**config.mk**
```make
export PLATFORM = sky130hd
export DESIGN_NAME = tt_micro_out_arbiter
export DESIGN_NICKNAME = d
export VERILOG_FILES = /design/src/rtl/tt_micro_pkg.sv /design/src/rtl/tt_micro_out_arbiter_rr_pick.sv /design/src/rtl/tt_micro_out_arbiter.sv
export SDC_FILE = /design/constraint.sdc
export NUM_CORES = 1
export LEC_CHECK = 0
export ABC_AREA = 0
export BUFFER_PORTS_ARGS = -buffer_cell sky130_fd_sc_hd__buf_2
export CAP_MARGIN = 25
export CORE_ASPECT_RATIO = 2
export CORE_MARGIN = 1
export CORE_UTILIZATION = 30
export DETAILED_ROUTE_END_ITERATION = 10
export GPL_ROUTABILITY_DRIVEN = 0
export GPL_TIMING_DRIVEN = 0
export PLACE_DENSITY = 0.68
export SLEW_MARGIN = 10
export SYNTH_ARGS = -nofsm -noshare
export SYNTH_HDL_FRONTEND = slang
export SYNTH_HIERARCHICAL = 1
export SYNTH_SLANG_ARGS = --single-unit
```
**constraint.sdc**
```tcl
create_clock -name clk -period 2.15 [get_ports clk]
set_input_delay 0.43 -clock clk [delete_from_list [all_inputs] [get_ports clk]]
set_output_delay 0.43 -clock clk [all_outputs]
set_load 0.005 [all_outputs]
```
**src/rtl/tt_micro_pkg.sv**
```systemverilog
// Shared types and defaults for the micro-format tile output schedulers.
// Holds the arbiter state encoding, default sizing and a small index helper.
package tt_micro_pkg;

  localparam int         N_TILES_DEF    = 4;
  localparam int         OWNER_W        = $clog2(N_TILES_DEF);
  localparam logic [7:0] IDLE_VALUE_DEF = 8'h00;

  typedef enum logic [1:0] {
    IDLE  = 2'd0,
    GRANT = 2'd1,
    GAP   = 2'd2
  } arb_state_e;

  // Next tile index after idx, wrapping at n.
  function automatic int wrap_inc(input int idx, input int n);
    return (idx + 1 >= n) ? 0 : idx + 1;
  endfunction

endpackage

```
**src/rtl/tt_micro_out_arbiter_rr_pick.sv**
```systemverilog
// Combinational round-robin picker: first set req bit at or after rr_ptr,
// searching upward with wrap-around. Usable by any tile scheduler.
module rr_pick #(
  parameter int N = 4,
  parameter int W = (N > 1) ? $clog2(N) : 1
) (
  input  logic [N-1:0] req,
  input  logic [W-1:0] rr_ptr,
  output logic         found,
  output logic [W-1:0] idx
);

  function automatic logic [W-1:0] offset(input logic [W-1:0] base, input int k);
    int s;
    s = int'(base) + k;
    if (s >= N) s -= N;
    return W'(s);
  endfunction

  // Scanning from the farthest offset down lets the nearest hit win.
  always_comb begin
    found = 1'b0;
    idx   = '0;
    for (int k = N - 1; k >= 0; k--) begin
      if (req[offset(rr_ptr, k)]) begin
        found = 1'b1;
        idx   = offset(rr_ptr, k);
      end
    end
  end

endmodule

```
**src/rtl/tt_micro_out_arbiter.sv**
```systemverilog
// Round-robin owner of the shared uo_out pad bank with hold-limit rotation
// and a one-cycle idle gap between successive owners.
module tt_micro_out_arbiter
  import tt_micro_pkg::*;
#(
  parameter int         N_TILES    = N_TILES_DEF,
  parameter int         MAX_HOLD   = 16,
  parameter logic [7:0] IDLE_VALUE = IDLE_VALUE_DEF,
  localparam int        SEL_W      = $clog2(N_TILES),
  localparam int        HOLD_W     = $clog2(MAX_HOLD)
) (
  input  logic                 clk,
  input  logic                 rst_n,
  input  logic [N_TILES-1:0]   req,
  input  logic [8*N_TILES-1:0] tile_out,
  output logic [N_TILES-1:0]   grant,
  output logic [SEL_W-1:0]     owner,
  output logic                 busy,
  output logic [7:0]           uo_out
);

  arb_state_e          state_q, state_d;
  logic [N_TILES-1:0]  grant_q, grant_d;
  logic [SEL_W-1:0]    owner_q, owner_d;
  logic [SEL_W-1:0]    rr_ptr_q, rr_ptr_d;
  logic [HOLD_W-1:0]   hold_q, hold_d;

  logic                pick_found;
  logic [SEL_W-1:0]    pick_idx;
  logic                owner_req;
  logic                others_req;
  logic                hold_limit;

  rr_pick #(
    .N (N_TILES),
    .W (SEL_W)
  ) u_pick (
    .req    (req),
    .rr_ptr (rr_ptr_q),
    .found  (pick_found),
    .idx    (pick_idx)
  );

  assign owner_req  = req[owner_q];
  assign others_req = |(req & ~grant_q);
  assign hold_limit = (hold_q == HOLD_W'(MAX_HOLD - 1));

  // NOTE: every always_comb output gets a default first so no path leaves it unassigned (no latch).
  always_comb begin
    state_d  = state_q;
    grant_d  = grant_q;
    owner_d  = owner_q;
    rr_ptr_d = rr_ptr_q;
    hold_d   = hold_q;

    case (state_q)
      IDLE, GAP: begin
        // GAP arbitrates exactly like IDLE; it just never lasts more than a cycle.
        if (pick_found) begin
          state_d           = GRANT;
          grant_d           = '0;
          grant_d[pick_idx] = 1'b1;
          owner_d           = pick_idx;
          hold_d            = '0;
          rr_ptr_d          = SEL_W'(wrap_inc(int'(pick_idx), N_TILES));
        end else begin
          state_d = IDLE;
          grant_d = '0;
          owner_d = '0;
        end
      end

      GRANT: begin
        if (!owner_req || (hold_limit && others_req)) begin
          state_d = GAP;
          grant_d = '0;
          owner_d = '0;
        end else if (!hold_limit) begin
          hold_d = hold_q + 1'b1;
        end
      end

      default: begin
        state_d = IDLE;
        grant_d = '0;
        owner_d = '0;
      end
    endcase
  end

  // NOTE: state registers use non-blocking assignments so all flops update from pre-edge values.
  always_ff @(posedge clk or negedge rst_n) begin
    if (!rst_n) begin
      state_q  <= IDLE;
      grant_q  <= '0;
      owner_q  <= '0;
      rr_ptr_q <= '0;
      hold_q   <= '0;
    end else begin
      state_q  <= state_d;
      grant_q  <= grant_d;
      owner_q  <= owner_d;
      rr_ptr_q <= rr_ptr_d;
      hold_q   <= hold_d;
    end
  end

  assign grant = grant_q;
  assign owner = owner_q;
  assign busy  = (state_q == GRANT);

  // Live tile data straight to the pads; select comes only from registers.
  always_comb begin
    uo_out = IDLE_VALUE;
    if (busy) uo_out = tile_out[int'(owner_q)*8 +: 8];
  end

  a_grant_onehot0 : assert property (@(posedge clk) disable iff (!rst_n) $onehot0(grant_q));
  a_busy_grant    : assert property (@(posedge clk) disable iff (!rst_n) busy == (grant_q != '0));

endmodule

```
==> impl_results.md <==
* Status: complete, but fails checks
* Violated checks: DRC
* Min Tclk post-route at 2.03 ns
* Vias in the first global route at 1027
* Drt total wl at ~2.7 mm
* Primary FF master, synth: dfrtp_1
* Final Setup Violations at 0
* GRT Util Overall at 0.148
* Syn Inst Count at between 90 and 100
* H-tree depth at 1
* CP endpoint kind: output port
* Die X at 43.9 um
* Overall power at 1.61 mW
* CP peak stage delay at 0.50 ns
* Hold Vio Cnt, Final at 0
* GR Overflow Total at 0
* Clk_lat worst skew at around 0.25 ns
* Share of cells above drive strength 1 at 0.458
* First-pass GRT wire length at 4.24 mm
* Area grow syn2layout at 37.1%
* Clock Sink Count at 14
* CP bufs+invs at 2
* Total of max-cap violations at 0
* RSZ-0062 raised after global routing: false
* Worst EP arrival at 1.60 ns
* Critical-path top delay cell: mux4_2
* Critical Path RT at ~1.7 ns
* Iteration count of the initial detailed-routing pass at 11
* Max_slew headroom at 0.743
* DRC violations left at 9
* Clock transition at the registers of the reported paths at 0.06 ns
* Clock Tree Buf Depth at 2
* Clock Skews at approximately 0.0010 ns
* Final period util at 0.945
* Final nets at 199
* Drt initial violations at 34
* Post-DP HPWL at between 2 and 2.5 mm
* Async set-reset flop share out of synthesis at 1.00
* Root buf cell: clkbuf_8
* Worst-path cell chain: buf_8 -> mux4_2 -> and2_1 -> buf_2
* Peak supply drop at 436 uV
* Pwr dens at 1120 nW/um^2
* Mapped Avg Cell Area at 10.8 um^2
* Via count at 1027
* Number of synthesized flops with an enable pin at 0
* Initial core utilization at 0.312
* Fill cell count at roughly 340
* Cts bufs inserted at 3
* Reg area at approximately 350 um^2
* Netlist cell types at 34
* Post-Syn Nets at 141
* CTS tree: yes
* Synth top area share at 0.332
* Rows at 30
* Count leader, synth: dfrtp_1
* Core area at roughly 3400 um^2
* Top cells by count, synth: dfrtp_1 (14), and2_1 (8), mux4_2 (8), nand2_1 (7), a22o_1 (6)
* Type of the most critical hold path: in -> async
* Placed Cells at between 150 and 200
* Worst Max-Slew Pin Slew at 0.385 ns
* CP Class: reg -> out
* Final non-filler cell total at 187
* Largest net degree at the start of global routing at 15
* WL/cell at approximately 14 um
* Setup crit start kind: flip-flop
* Worst path depth at 4
* Top delay family on crit path: multiplexers
* I/O Pins at 53
* Yosys reg bits at 14
* Max Transition Viols Final at 0
* # port buffers at 52
* Fmax at 0.492 GHz
* Initial antenna violation count at 0
* Mapped cell area at about 1100 um^2
* Synth Warn # at 6
* Die area at 3770 um^2
* Sequential area share after synthesis at 0.332
* # diodes at 0
* Cell taking the most area after synthesis: dfrtp_1
* CTS Hold Buffers Added at 0
* R2R cell count at 4
* Area of the multi-input gates at 669 um^2
* Setup_tns at 0 ns
* Routed vias/inst at 5.49
* Synth area leaders: dfrtp_1 (33%), mux4_2 (17%), ha_1 (5.9%)
* Leak at 0.722 nW
* Largest fanout on the critical path at 5
* Post-DRT Antenna Nets at 0
* Die Ht at ~86 um
==> per-layer routing <==
layer	track usage	vias up	share of wire
li1	-	476	-
met3	0.0358	4	0.088
met5	0	-	0
met4	0.0331	0	0.011
met2	0.305	54	0.57
met1	0.133	493	0.33
==> cell type report <==
type	count	area share
Multi-Input combinational cell	76	0.463
Tap cell	32	0.0277
Inverter	3	0.00779
Timing Repair Buffer	53	0.197
Sequential cell	14	0.243
Buffer	5	0.0234
Clock buffer	4	0.0381
==> cell usage in the layout, fill, tap and decap left out, drive strengths merged, types with 5 or more instances in the layout <==
| cell | synthesis | final |
|---|---|---|
| a22o | 6 | 6 |
| and2 | 8 | 8 |
| buf | 2 | 54 |
| clkbuf | 3 | 8 |
| dfrtp | 14 | 14 |
| ha | 5 | 5 |
| mux4 | 8 | 8 |
| nand2 | 7 | 7 |
| nor2 | 5 | 5 |
| nor2b | 5 | 5 |
==> kinds of logic after synthesis <==
group                      Yosys count  synth area share
adders and majority gates            5            0.0593
and+or+nand+nor                     40             0.219
AOI/OAI and AO/OA                   19             0.147
buffers and inverters                8            0.0332
DFF                                 14             0.332
muxes                               12             0.209
==> worst paths after layout <==
kind,from,to,slack (ns)
setup / recovery,owner[0]$_DFFE_PN0P_,uo_out[2],0.12
hold / removal,rst_n,rr_ptr_q[0]$_DFFE_PN0P_,0.08
setup reg to reg,owner[0]$_DFFE_PN0P_,hold_q[1]$_DFFE_PN0P_,0.49
hold reg to reg,hold_q[0]$_DFFE_PN0P_,hold_q[0]$_DFFE_PN0P_,0.54
max in group asynchronous,rst_n,owner[0]$_DFFE_PN0P_,1.81
min in group clk,hold_q[0]$_DFFE_PN0P_,hold_q[0]$_DFFE_PN0P_,0.54
==> sequential cells by signal, indices dropped and copies added (netlist names) <==
| signal | count |
|---|---|
| owner | 2 |
| state_q | 2 |
| grant | 4 |
| hold_q | 4 |
| rr_ptr_q | 2 |
==> what timing repair did <==
action                     in CTS  in global routing
setup buffers                   0                  0
cloned                          0                  1
setup endpoints to repair       8                  8
gates resized for setup         1                  3
==> metrics by stage <==
| step | instance area, um^2 | hold WS [ns] | setup slack (ns) | utilization |
|---|---|---|---|---|
| after floorplan | 1050 | 0.134 | 0.386 | - |
| after global placement | 1360 | 0.341 | 0.201 | 0.401 |
| after detailed placement | 1360 | 0.346 | 0.164 | 0.401 |
| after CTS | 1410 | 0.0817 | 0.00651 | 0.418 |
| after global routing | 1450 | 0.0912 | 0.0218 | 0.428 |
| final | 1450 | 0.0761 | 0.118 | 0.428 |
==> power breakdown <==
part / switching, mW / leakage [nW] / internal [mW]
sequential: 0.0960 / 0.182 / 0.363
combinational: 0.412 / 0.512 / 0.484
clock: 0.0965 / 0.0288 / 0.162
Note: power is estimated with default switching activity, not from simulation.
